### src/rtl/bcd_counter_display.sv
// Modulo up/down counter with prescaler and synchronous load, driving a
// time-multiplexed, active-low, multi-digit 7-segment display.
module bcd_counter_display #(
  parameter  int NUM_DIGITS = 2,
  parameter  int MODULO     = 60,
  parameter  int PRESCALE   = 4,
  parameter  int SCAN_DIV   = 2,
  localparam int CW         = $clog2(MODULO)
) (
  input  logic                  clk_i,
  input  logic                  rst_ni,
  input  logic                  en_i,
  input  logic                  up_i,
  input  logic                  load_i,
  input  logic [CW-1:0]         load_val_i,
  output logic [CW-1:0]         count_o,
  output logic                  wrap_o,
  output logic [6:0]            seg_o,
  output logic [NUM_DIGITS-1:0] an_o
);

  localparam int PW = (PRESCALE > 1) ? $clog2(PRESCALE) : 1;
  localparam int SW = (SCAN_DIV > 1) ? $clog2(SCAN_DIV) : 1;
  localparam int IW = (NUM_DIGITS > 1) ? $clog2(NUM_DIGITS) : 1;

  localparam logic [CW-1:0] CNT_MAX   = CW'(MODULO - 1);
  localparam logic [PW-1:0] PRESC_MAX = PW'(PRESCALE - 1);
  localparam logic [SW-1:0] SCAN_MAX  = SW'(SCAN_DIV - 1);
  localparam logic [IW-1:0] IDX_MAX   = IW'(NUM_DIGITS - 1);
  localparam logic [NUM_DIGITS-1:0] AN_ONE = NUM_DIGITS'(1);

  if (NUM_DIGITS < 1 || NUM_DIGITS > 4) begin : g_bad_digits
    $error("bcd_counter_display: NUM_DIGITS must be 1..4");
  end
  if (MODULO < 2 || MODULO > 10**NUM_DIGITS) begin : g_bad_modulo
    $error("bcd_counter_display: MODULO must be 2..10**NUM_DIGITS");
  end
  if (PRESCALE < 1) begin : g_bad_prescale
    $error("bcd_counter_display: PRESCALE must be >= 1");
  end
  if (SCAN_DIV < 1) begin : g_bad_scan
    $error("bcd_counter_display: SCAN_DIV must be >= 1");
  end

  logic [CW-1:0]         count_q, count_d;
  logic                  wrap_q, wrap_d;
  logic [PW-1:0]         presc_q, presc_d;
  logic [SW-1:0]         scan_tmr_q, scan_tmr_d;
  logic [IW-1:0]         scan_idx_q, scan_idx_d;
  logic [NUM_DIGITS-1:0] an_q, an_d;
  logic                  step;

  assign step = en_i && (presc_q == PRESC_MAX);

  always_comb begin
    count_d = count_q;
    presc_d = presc_q;
    wrap_d  = 1'b0;
    if (load_i) begin
      count_d = (load_val_i > CNT_MAX) ? CNT_MAX : load_val_i;
      presc_d = '0;
    end else if (en_i) begin
      presc_d = step ? '0 : presc_q + 1'b1;
      if (step) begin
        if (up_i) begin
          if (count_q == CNT_MAX) begin
            count_d = '0;
            wrap_d  = 1'b1;
          end else begin
            count_d = count_q + 1'b1;
          end
        end else begin
          if (count_q == '0) begin
            count_d = CNT_MAX;
            wrap_d  = 1'b1;
          end else begin
            count_d = count_q - 1'b1;
          end
        end
      end
    end
  end

  // Scanning free-runs from the clock so the display stays lit while paused.
  always_comb begin
    scan_tmr_d = (scan_tmr_q == SCAN_MAX) ? '0 : scan_tmr_q + 1'b1;
    scan_idx_d = scan_idx_q;
    if (scan_tmr_q == SCAN_MAX) begin
      scan_idx_d = (scan_idx_q == IDX_MAX) ? '0 : scan_idx_q + 1'b1;
    end
    an_d = ~(AN_ONE << scan_idx_d);
  end

  always_ff @(posedge clk_i) begin
    if (!rst_ni) begin
      count_q    <= '0;
      wrap_q     <= 1'b0;
      presc_q    <= '0;
      scan_tmr_q <= '0;
      scan_idx_q <= '0;
      an_q       <= ~AN_ONE;
    end else begin
      count_q    <= count_d;
      wrap_q     <= wrap_d;
      presc_q    <= presc_d;
      scan_tmr_q <= scan_tmr_d;
      scan_idx_q <= scan_idx_d;
      an_q       <= an_d;
    end
  end

  // Unused index slots decode to a blank digit.
  logic [3:0] digit [2**IW];
  for (genvar k = 0; k < 2**IW; k++) begin : g_digit
    if (k < NUM_DIGITS) begin : g_used
      localparam int unsigned POW = 10**k;
      assign digit[k] = 4'((32'(count_q) / POW) % 32'd10);
    end else begin : g_unused
      assign digit[k] = 4'hF;
    end
  end

  logic [3:0] digit_sel;
  logic [6:0] seg;

  assign digit_sel = digit[scan_idx_q];

  always_comb begin
    seg = 7'b1111111;
    case (digit_sel)
      4'd0: seg = 7'b1000000;
      4'd1: seg = 7'b1111001;
      4'd2: seg = 7'b0100100;
      4'd3: seg = 7'b0110000;
      4'd4: seg = 7'b0011001;
      4'd5: seg = 7'b0010010;
      4'd6: seg = 7'b0000010;
      4'd7: seg = 7'b1111000;
      4'd8: seg = 7'b0000000;
      4'd9: seg = 7'b0010000;
      default: seg = 7'b1111111;
    endcase
  end

  assign count_o = count_q;
  assign wrap_o  = wrap_q;
  assign an_o    = an_q;
  assign seg_o   = seg;

endmodule
### config.mk
export PLATFORM = sky130hd
export DESIGN_NAME = bcd_counter_display
export DESIGN_NICKNAME = d
export VERILOG_FILES = /design/src/rtl/bcd_counter_display.sv
export SDC_FILE = /design/constraint.sdc
export NUM_CORES = 1
export LEC_CHECK = 0
export ABC_CLOCK_PERIOD_IN_PS = 10700
export CAP_MARGIN = 10
export CORE_ASPECT_RATIO = 0.9
export CORE_MARGIN = 1
export CORE_UTILIZATION = 55
export CTS_CLUSTER_DIAMETER = 200
export DETAILED_ROUTE_END_ITERATION = 16
export GPL_ROUTABILITY_DRIVEN = 0
export PLACE_DENSITY = 0.81
export RECOVER_POWER = 100
export SYNTH_ARGS = -nofsm -noshare
export SYNTH_HDL_FRONTEND = slang
export SYNTH_SLANG_ARGS = --single-unit
### constraint.sdc
create_clock -name clk_i -period 10.7 [get_ports clk_i]
set_input_delay 3.21 -clock clk_i [delete_from_list [all_inputs] [get_ports clk_i]]
set_output_delay 3.21 -clock clk_i [all_outputs]
set_load 0.03 [all_outputs]
==> results of run 1 <==
worst max-delay path, stage by stage, from the launching register on:
cell and delay (ns):
dfxtp_1 0.86, inv_1 0.27, ha_1 0.27, inv_1 0.06
ha_1 0.25, nand2b_1 0.18, nor4b_4 0.33, a2bb2o_4 0.25
a211oi_2 0.17, or2_4 0.19, inv_4 0.05, o31a_1 0.40
o21a_4 0.29, xor2_1 0.27, inv_1 0.14, ha_1 0.24
nor4b_1 0.29, a31oi_1 0.07, o311a_1 0.14, a31oi_1 0.15
dlygate4sd3_1 0.75
path summary, 6_finish.rpt:
| check | end | slack, ns | from |
|---|---|---|---|
| worst min-delay path | scan_tmr_q | 0.44 | scan_tmr_q |
| worst max-delay path | seg_o[4] | 1.60 | count_o[3] |
| worst min register to register | scan_tmr_q | 0.44 | scan_tmr_q |
| worst max register to register | count_o[5] | 8.12 | count_o[3] |
synthesized netlist by cell type (2+ instances only):
library cell and instances:
a21oi_1 24, inv_1 21, ha_1 19, nor2_1 17, o21ai_0 16, nand2_1 15
dfxtp_1 12, clkbuf_1 9, a31oi_1 8, nand2b_1 8, nor2b_1 8, nor3_1 7
mux2i_1 5, a211oi_1 4, and2_1 4, nor3b_1 4, o21ai_1 4, o221ai_1 4
xor2_1 4, a21boi_0 3, a311oi_1 3, buf_6 3, nand3_1 3, o21a_1 3
o21bai_1 3, o22ai_1 3, o31a_1 3, or3_1 3, nand3b_1 2, o31ai_1 2
xnor2_1 2
final cells by class:
type                       instances  area share
clock buffer                       4      0.0260
inverter                          22      0.0401
multi-input combinational        202       0.673
sequential                        12       0.113
tap                               42      0.0248
timing repair buffer              26       0.123
through the flow:
stage,hold slack [ns],setup WS [ns],cells,utilization
after detailed placement,0.435,2.03,304,0.663
after global placement,0.428,2.15,304,0.663
after floorplan,0.411,2.44,252,-
after CTS,0.442,1.74,308,0.681
final,0.442,1.60,308,0.681
after global routing,0.456,1.17,308,0.681
power by group:
| group | leakage (nW) | internal [mW] | switching, mW |
|---|---|---|---|
| Sequential | 0.0989 | 0.0475 | 0.00824 |
| Combinational | 0.702 | 0.0653 | 0.0957 |
| Clock | 0.0288 | 0.0326 | 0.0185 |
| Total | 0.829 | 0.145 | 0.122 |
cell families after synthesis:
logic type / after synthesis / share of synthesized area
xor+xnor: 6 / 0.0286
flops: 12 / 0.131
mux: 6 / 0.0394
simple gates: 77 / 0.232
compound gates: 94 / 0.346
buf+inv: 38 / 0.0945
fa+ha+maj: 19 / 0.129
state kept, by name, indices dropped and copies added (netlist names):
name,cells
scan_tmr_q,1
presc_q,2
wrap_o,1
count_o,6
an_o,2
per-layer routing:
metal	share of wire	global-route usage
met4	0.0068	0.0598
met1	0.53	0.428
met2	0.41	0.376
met5	0	0
met3	0.058	0.0366
==> impl_results.md, run 1 <==
* Cell Pwr Density at 126 nW/um^2
* IO Port Bufs at 26
* Routed wirelength normalized by instance count at 14.3 um
* Max-slew violation count at 0
* All-Layer GR Usage at 0.271
* Worst relative slew slack at 0.441
* Leakage power figure at 0.829 nW
* Number of synthesized flops with an enable pin at 0
* Tmin final at 9.10 ns
* Type of the tightest min-delay check: reg -> reg
* Placed instance area at 2060 um^2
* Later-pin clock latency in the skew report at 0.25 ns
* IR Drop Worst-Case VDD at 0.114 mV
* Post-synthesis sequential element count at 12
* Clock Sinks at 12
* Number of nets in the synthesized netlist at 282
* Number of inserted filler cells in the final layout at 282
* Initial antenna violation count at 0
* Post-route cell area at 2120 um^2
* Data arrival, critical path at 5.89 ns
* Die height at 56.9 um
* Remaining Overflow, GRT at 0
* Area used by sequential logic in the layout at 240 um^2
* Largest area contributor in the synthesized netlist: dfxtp_1
* Num ports at 27
* Mean instance size in the synthesized netlist at 7.30 um^2
* Status: complete, no violations
* Multi-input gate area at 1430 um^2
* Worst Tran Pin Value at 0.837 ns
* Nets@finish at 297
* Worst clock skew at 0.000414 ns
* Maximum fanout along the worst path at 28
* Leading cell type in the layout, fill and taps excluded: a21oi_1
* Req. time, crit path at 7.49 ns
* Number of instances in the synthesized netlist at 252
* Commonest cells after routing, fill and taps aside: a21oi_1, inv_1, ha_1, dlygate4sd3_1, nor2_1
* Via Count at 1841
* Reported max-cap violation count at 0
* Largest net degree at the start of global routing at 29
* Sequential-to-total area share from yosys stat at 0.131
* Synth top area share at 0.131
* Worst hold stages at 1
* Total of hold buffers inserted after clock tree synthesis at 0
* Detailed Place HPWL at 3.41 mm
* First-pass iteration count of the detailed router at 4
* Clock tree root driver cell: clkbuf_8
* Kind of end point of the critical path: output port
* TritonCTS buffer count at 3
* Vias per Instance at 5.98
* Setup CP Type: reg -> out
* Warnings from Yosys at 0
* Core area at 3110 um^2
* Setup Viol. Count Final at 0
* PnR Total Power at 0.268 mW
* Drc violations at 0
* Layout Area Growth over Synthesis at 15.2%
* Starting DRC count in detailed routing at 149
* Sum of negative setup slack at 0 ns
* Deepest clock path buffer count at 2
* Post-route clock period utilization at 0.850
* Number of nets with antenna violations after routing at 0
* Wire length of the first global-routing pass at 7.79 mm
* Final wirelength at 4.42 mm
* Post-Syn Area at 1840 um^2
* Number of buffers inserted to repair setup after CTS at 0
* Crit start category: register
* Area of the die at 3580 um^2
* Clock slew at the register clock pins of the worst setup and hold paths at 0.05 ns
* Initial Util at 0.591
* Share of layout cells above drive strength 1 at 0.0564
* Overall die width at 63.0 um
* Synth Flop Type: dfxtp_1
* Final hold violation count at 0
* Clock tree from TritonCTS: yes
* Num rows at 19
* Cells resized by post-CTS repair at 0
* Worst reg2reg path depth at 9
* Ranking of synthesized cells by area: dfxtp_1, ha_1, a21oi_1
* Unrepaired setup endpoints after global routing: no
* Highest clock frequency the design can meet at 110 MHz
* Vias in the first global route at 1600
* Number of inserted diodes at 0
* Async set-or-reset flop fraction in the synthesized netlist at 0
* Htree depth at 1
* Yosys cell types at 57
Power figures use the tool's default switching activity.
==> inputs of run 2 (changes only) <==
- CTS_BUF_LIST: unset -> sky130_fd_sc_hd__clkbuf_4
- TNS_END_PERCENT: unset -> 5
==> run 2 against run 1 <==
- power shrank 7.9%
- core utilization shrank 0.92 points
- sequential power is essentially flat
- first-iteration DRC count shrank 8.1%
- critical path depth is the same
- setup slack lost 0.052 ns
- hold slack gained 0.0036 ns
- global-route usage is the same
- critical path type unchanged
==> impl_results.md, run 2 (synthesis gave the netlist of run 1 again) <==
* Status: complete, no violations
* Layout Area Growth over Synthesis at 13.6%
* Detailed Place HPWL at 3.41 mm (unchanged)
* Worst hold stages at 1 (unchanged)
* Core area at 3110 um^2 (unchanged)
* Switching pwr at 0.120 mW (-1.6%)
* Share of layout cells above drive strength 1 at 0.0526 (-0.00376)
* Capturing point of the worst reg2reg path: count_o[5]
* Num ports at 27 (unchanged)
* Utilization after layout at 0.671 (-0.00924)
* Clock tree root driver cell: clkbuf_4
* Unrepaired setup endpoints after global routing: no
* Number of inserted filler cells in the final layout at 289 (+2.5%)
* TritonCTS buffer count at 3 (unchanged)
* Leakage power figure at 0.816 nW (-1.6%)
* Number of flip-flops in the largest register at 6 (unchanged)
* Nets@finish at 297 (unchanged)
* Area used by sequential logic in the layout at 240 um^2 (unchanged)
* Sum of negative setup slack at 0 ns (unchanged)
* Relative contribution of combinational cells to total power at 0.654 (+0.053)
* Data arrival, critical path at 5.94 ns (+0.05 ns)
* Worst reg2reg path depth at 9 (unchanged)
* Clock Sinks at 12 (unchanged)
* Internal power component at 0.126 mW (-13%)
* Worst clock skew at 0.00440 ns (+0.00398 ns)
* Remaining Overflow, GRT at 0 (unchanged)
* Setup CP Type: reg -> out
* Maximum fanout along the worst path at 28 (unchanged)
* IO Port Bufs at 26 (unchanged)
* Via Count at 1845 (+0.22%)
* First-pass iteration count of the detailed router at 4 (unchanged)
* Vias per Instance at 5.99 (+0.22%)
* Placed instance area at 2060 um^2 (unchanged)
* Htree depth at 1 (unchanged)
* Commonest cells after routing, fill and taps aside: a21oi_1, inv_1, ha_1, dlygate4sd3_1, nor2_1
* Leading cell type in the layout, fill and taps excluded: a21oi_1
* Total of hold buffers inserted after clock tree synthesis at 0 (unchanged)
* Kind of end point of the critical path: output port
* Clock tree from TritonCTS: yes
* Initial Util at 0.591 (unchanged)
* IR Drop Worst-Case VDD at 0.114 mV (about the same)
* Clock slew at the register clock pins of the worst setup and hold paths at 0.08 ns (+0.03 ns)
* Crit start category: register
* Cells resized by post-CTS repair at 0 (unchanged)
* Largest net degree at the start of global routing at 29 (unchanged)
* Cell Pwr Density at 118 nW/um^2 (-6.7%)
* Worst Tran Pin Value at 0.843 ns (+0.00612 ns)
* Number of inserted diodes at 0 (unchanged)
* Wire length of the first global-routing pass at 7.82 mm (+0.44%)
* Later-pin clock latency in the skew report at 0.28 ns (+0.03 ns)
* Req. time, crit path at 7.49 ns (about the same)
* Max-slew violation count at 0 (unchanged)
* Type of the tightest min-delay check: reg -> reg
* Die height at 56.9 um (unchanged)
* Register share of total power at 0.226 (+0.018)
* Overall die width at 63.0 um (unchanged)
* Vias in the first global route at 1606 (+0.38%)
* Number of buffers inserted to repair setup after CTS at 0 (unchanged)
* Routed wirelength normalized by instance count at 14.4 um (+0.48%)
* Source of the worst register-to-register timing path: count_o[3]
* Drc violations at 0 (unchanged)
* Starting DRC count in detailed routing at 137 (-8.1%)
* Clock power frac at 0.121 (-0.070)
* Number of nets with antenna violations after routing at 0 (unchanged)
* Post-route clock period utilization at 0.855 (+0.00488)
* Internal reg-to-reg setup slack at 8.11 ns (about the same)
* Num rows at 19 (unchanged)
* Reported max-cap violation count at 0 (unchanged)
* Post-route cell area at 2090 um^2 (-1.4%)
* All-Layer GR Usage at 0.271 (unchanged)
* Start point of the worst min-delay path: scan_tmr_q
* Setup Viol. Count Final at 0 (unchanged)
* Highest clock frequency the design can meet at 109 MHz (-0.57%)
* Multi-input gate area at 1430 um^2 (unchanged)
* Final wirelength at 4.44 mm (+0.48%)
* Worst relative slew slack at 0.437 (-0.00409)
* Area of the die at 3580 um^2 (unchanged)
* Initial antenna violation count at 0 (unchanged)
* Final hold violation count at 0 (unchanged)
* Switching Fraction at 0.488 (+0.0311)
* Tmin final at 9.15 ns (+0.0523 ns)
* Deepest clock path buffer count at 2 (unchanged)
* End point of the worst hold path: scan_tmr_q
==> run 2: changes by cell type in the layout (fill, tap and decap cells not counted), sizes merged <==
cell    change
clkbuf      -1
clkinv      +1
==> run 2: worst max path at each step <==
stage / start / end / slack [ns] / cells past startpoint
finish: count_o[3] / seg_o[4] / 1.55 / 20
global route: count_o[3] / seg_o[4] / 1.11 / 20
CTS: count_o[3] / seg_o[4] / 1.70 / 20
detailed placement: count_o[3] / seg_o[4] / 2.03 / 20
global placement: count_o[3] / seg_o[4] / 2.15 / 20
floorplan: count_o[3] / seg_o[4] / 2.44 / 22
==> run 2: layout make-up <==
| type | count | area share |
|---|---|---|
| Clock buffer | 3 | 0.0108 |
| Multi-Input combinational cell | 202 | 0.682 |
| Inverter | 22 | 0.0407 |
| Sequential cell | 12 | 0.115 |
| Clock inverter | 1 | 0.00180 |
| Tap cell | 42 | 0.0251 |
| Timing Repair Buffer | 26 | 0.124 |
==> run 2: power by group through the flow <==
stage                     Combinational [mW]  Sequential, mW  Clock (mW)
final                                  0.161          0.0556      0.0298
after global placement                 0.164          0.0566           0
after CTS                              0.166          0.0556      0.0309
after global routing                   0.176          0.0566      0.0333
after detailed placement               0.166          0.0566           0
after floorplan                        0.120          0.0544           0
==> run 2: worst max-delay path, stage by stage, from the launching register on <==
cell and delay (ns):
dfxtp_1 0.88, inv_1 0.27, ha_1 0.28, inv_1 0.06, ha_1 0.25, nand2b_1 0.18, nor4b_4 0.33, a2bb2o_4 0.25
a211oi_2 0.17, or2_4 0.19, inv_4 0.05, o31a_1 0.40, o21a_4 0.29, xor2_1 0.27, inv_1 0.14, ha_1 0.24
nor4b_1 0.29, a31oi_1 0.07, o311a_1 0.14, a31oi_1 0.15, dlygate4sd3_1 0.75
==> run 2: layer usage <==
metal / wire (um) / up-vias / track usage
met2: 1840 / 49 / 0.379
li1: - / 944 / -
met3: 207 / 2 / 0.0427
met5: 0 / - / 0
met4: 8 / 0 / 0.0399
met1: 2390 / 850 / 0.429
==> run 2: stage by stage <==
stage	power [mW]	worst slack, ns	hold slack [ns]	std cells
finish	0.247	1.55	0.446	308
global route	0.266	1.11	0.460	308
CTS	0.253	1.70	0.446	308
detailed placement	0.222	2.03	0.435	304
global placement	0.221	2.15	0.428	304
floorplan	0.174	2.44	0.411	252
==> inputs of run 3 (changes only) <==
- CORE_MARGIN: 1 -> unset
- SETUP_SLACK_MARGIN: unset -> 0.02
==> results of run 3 <==
Same layout as run 2: the final DEF is identical, and so are final timing and power.
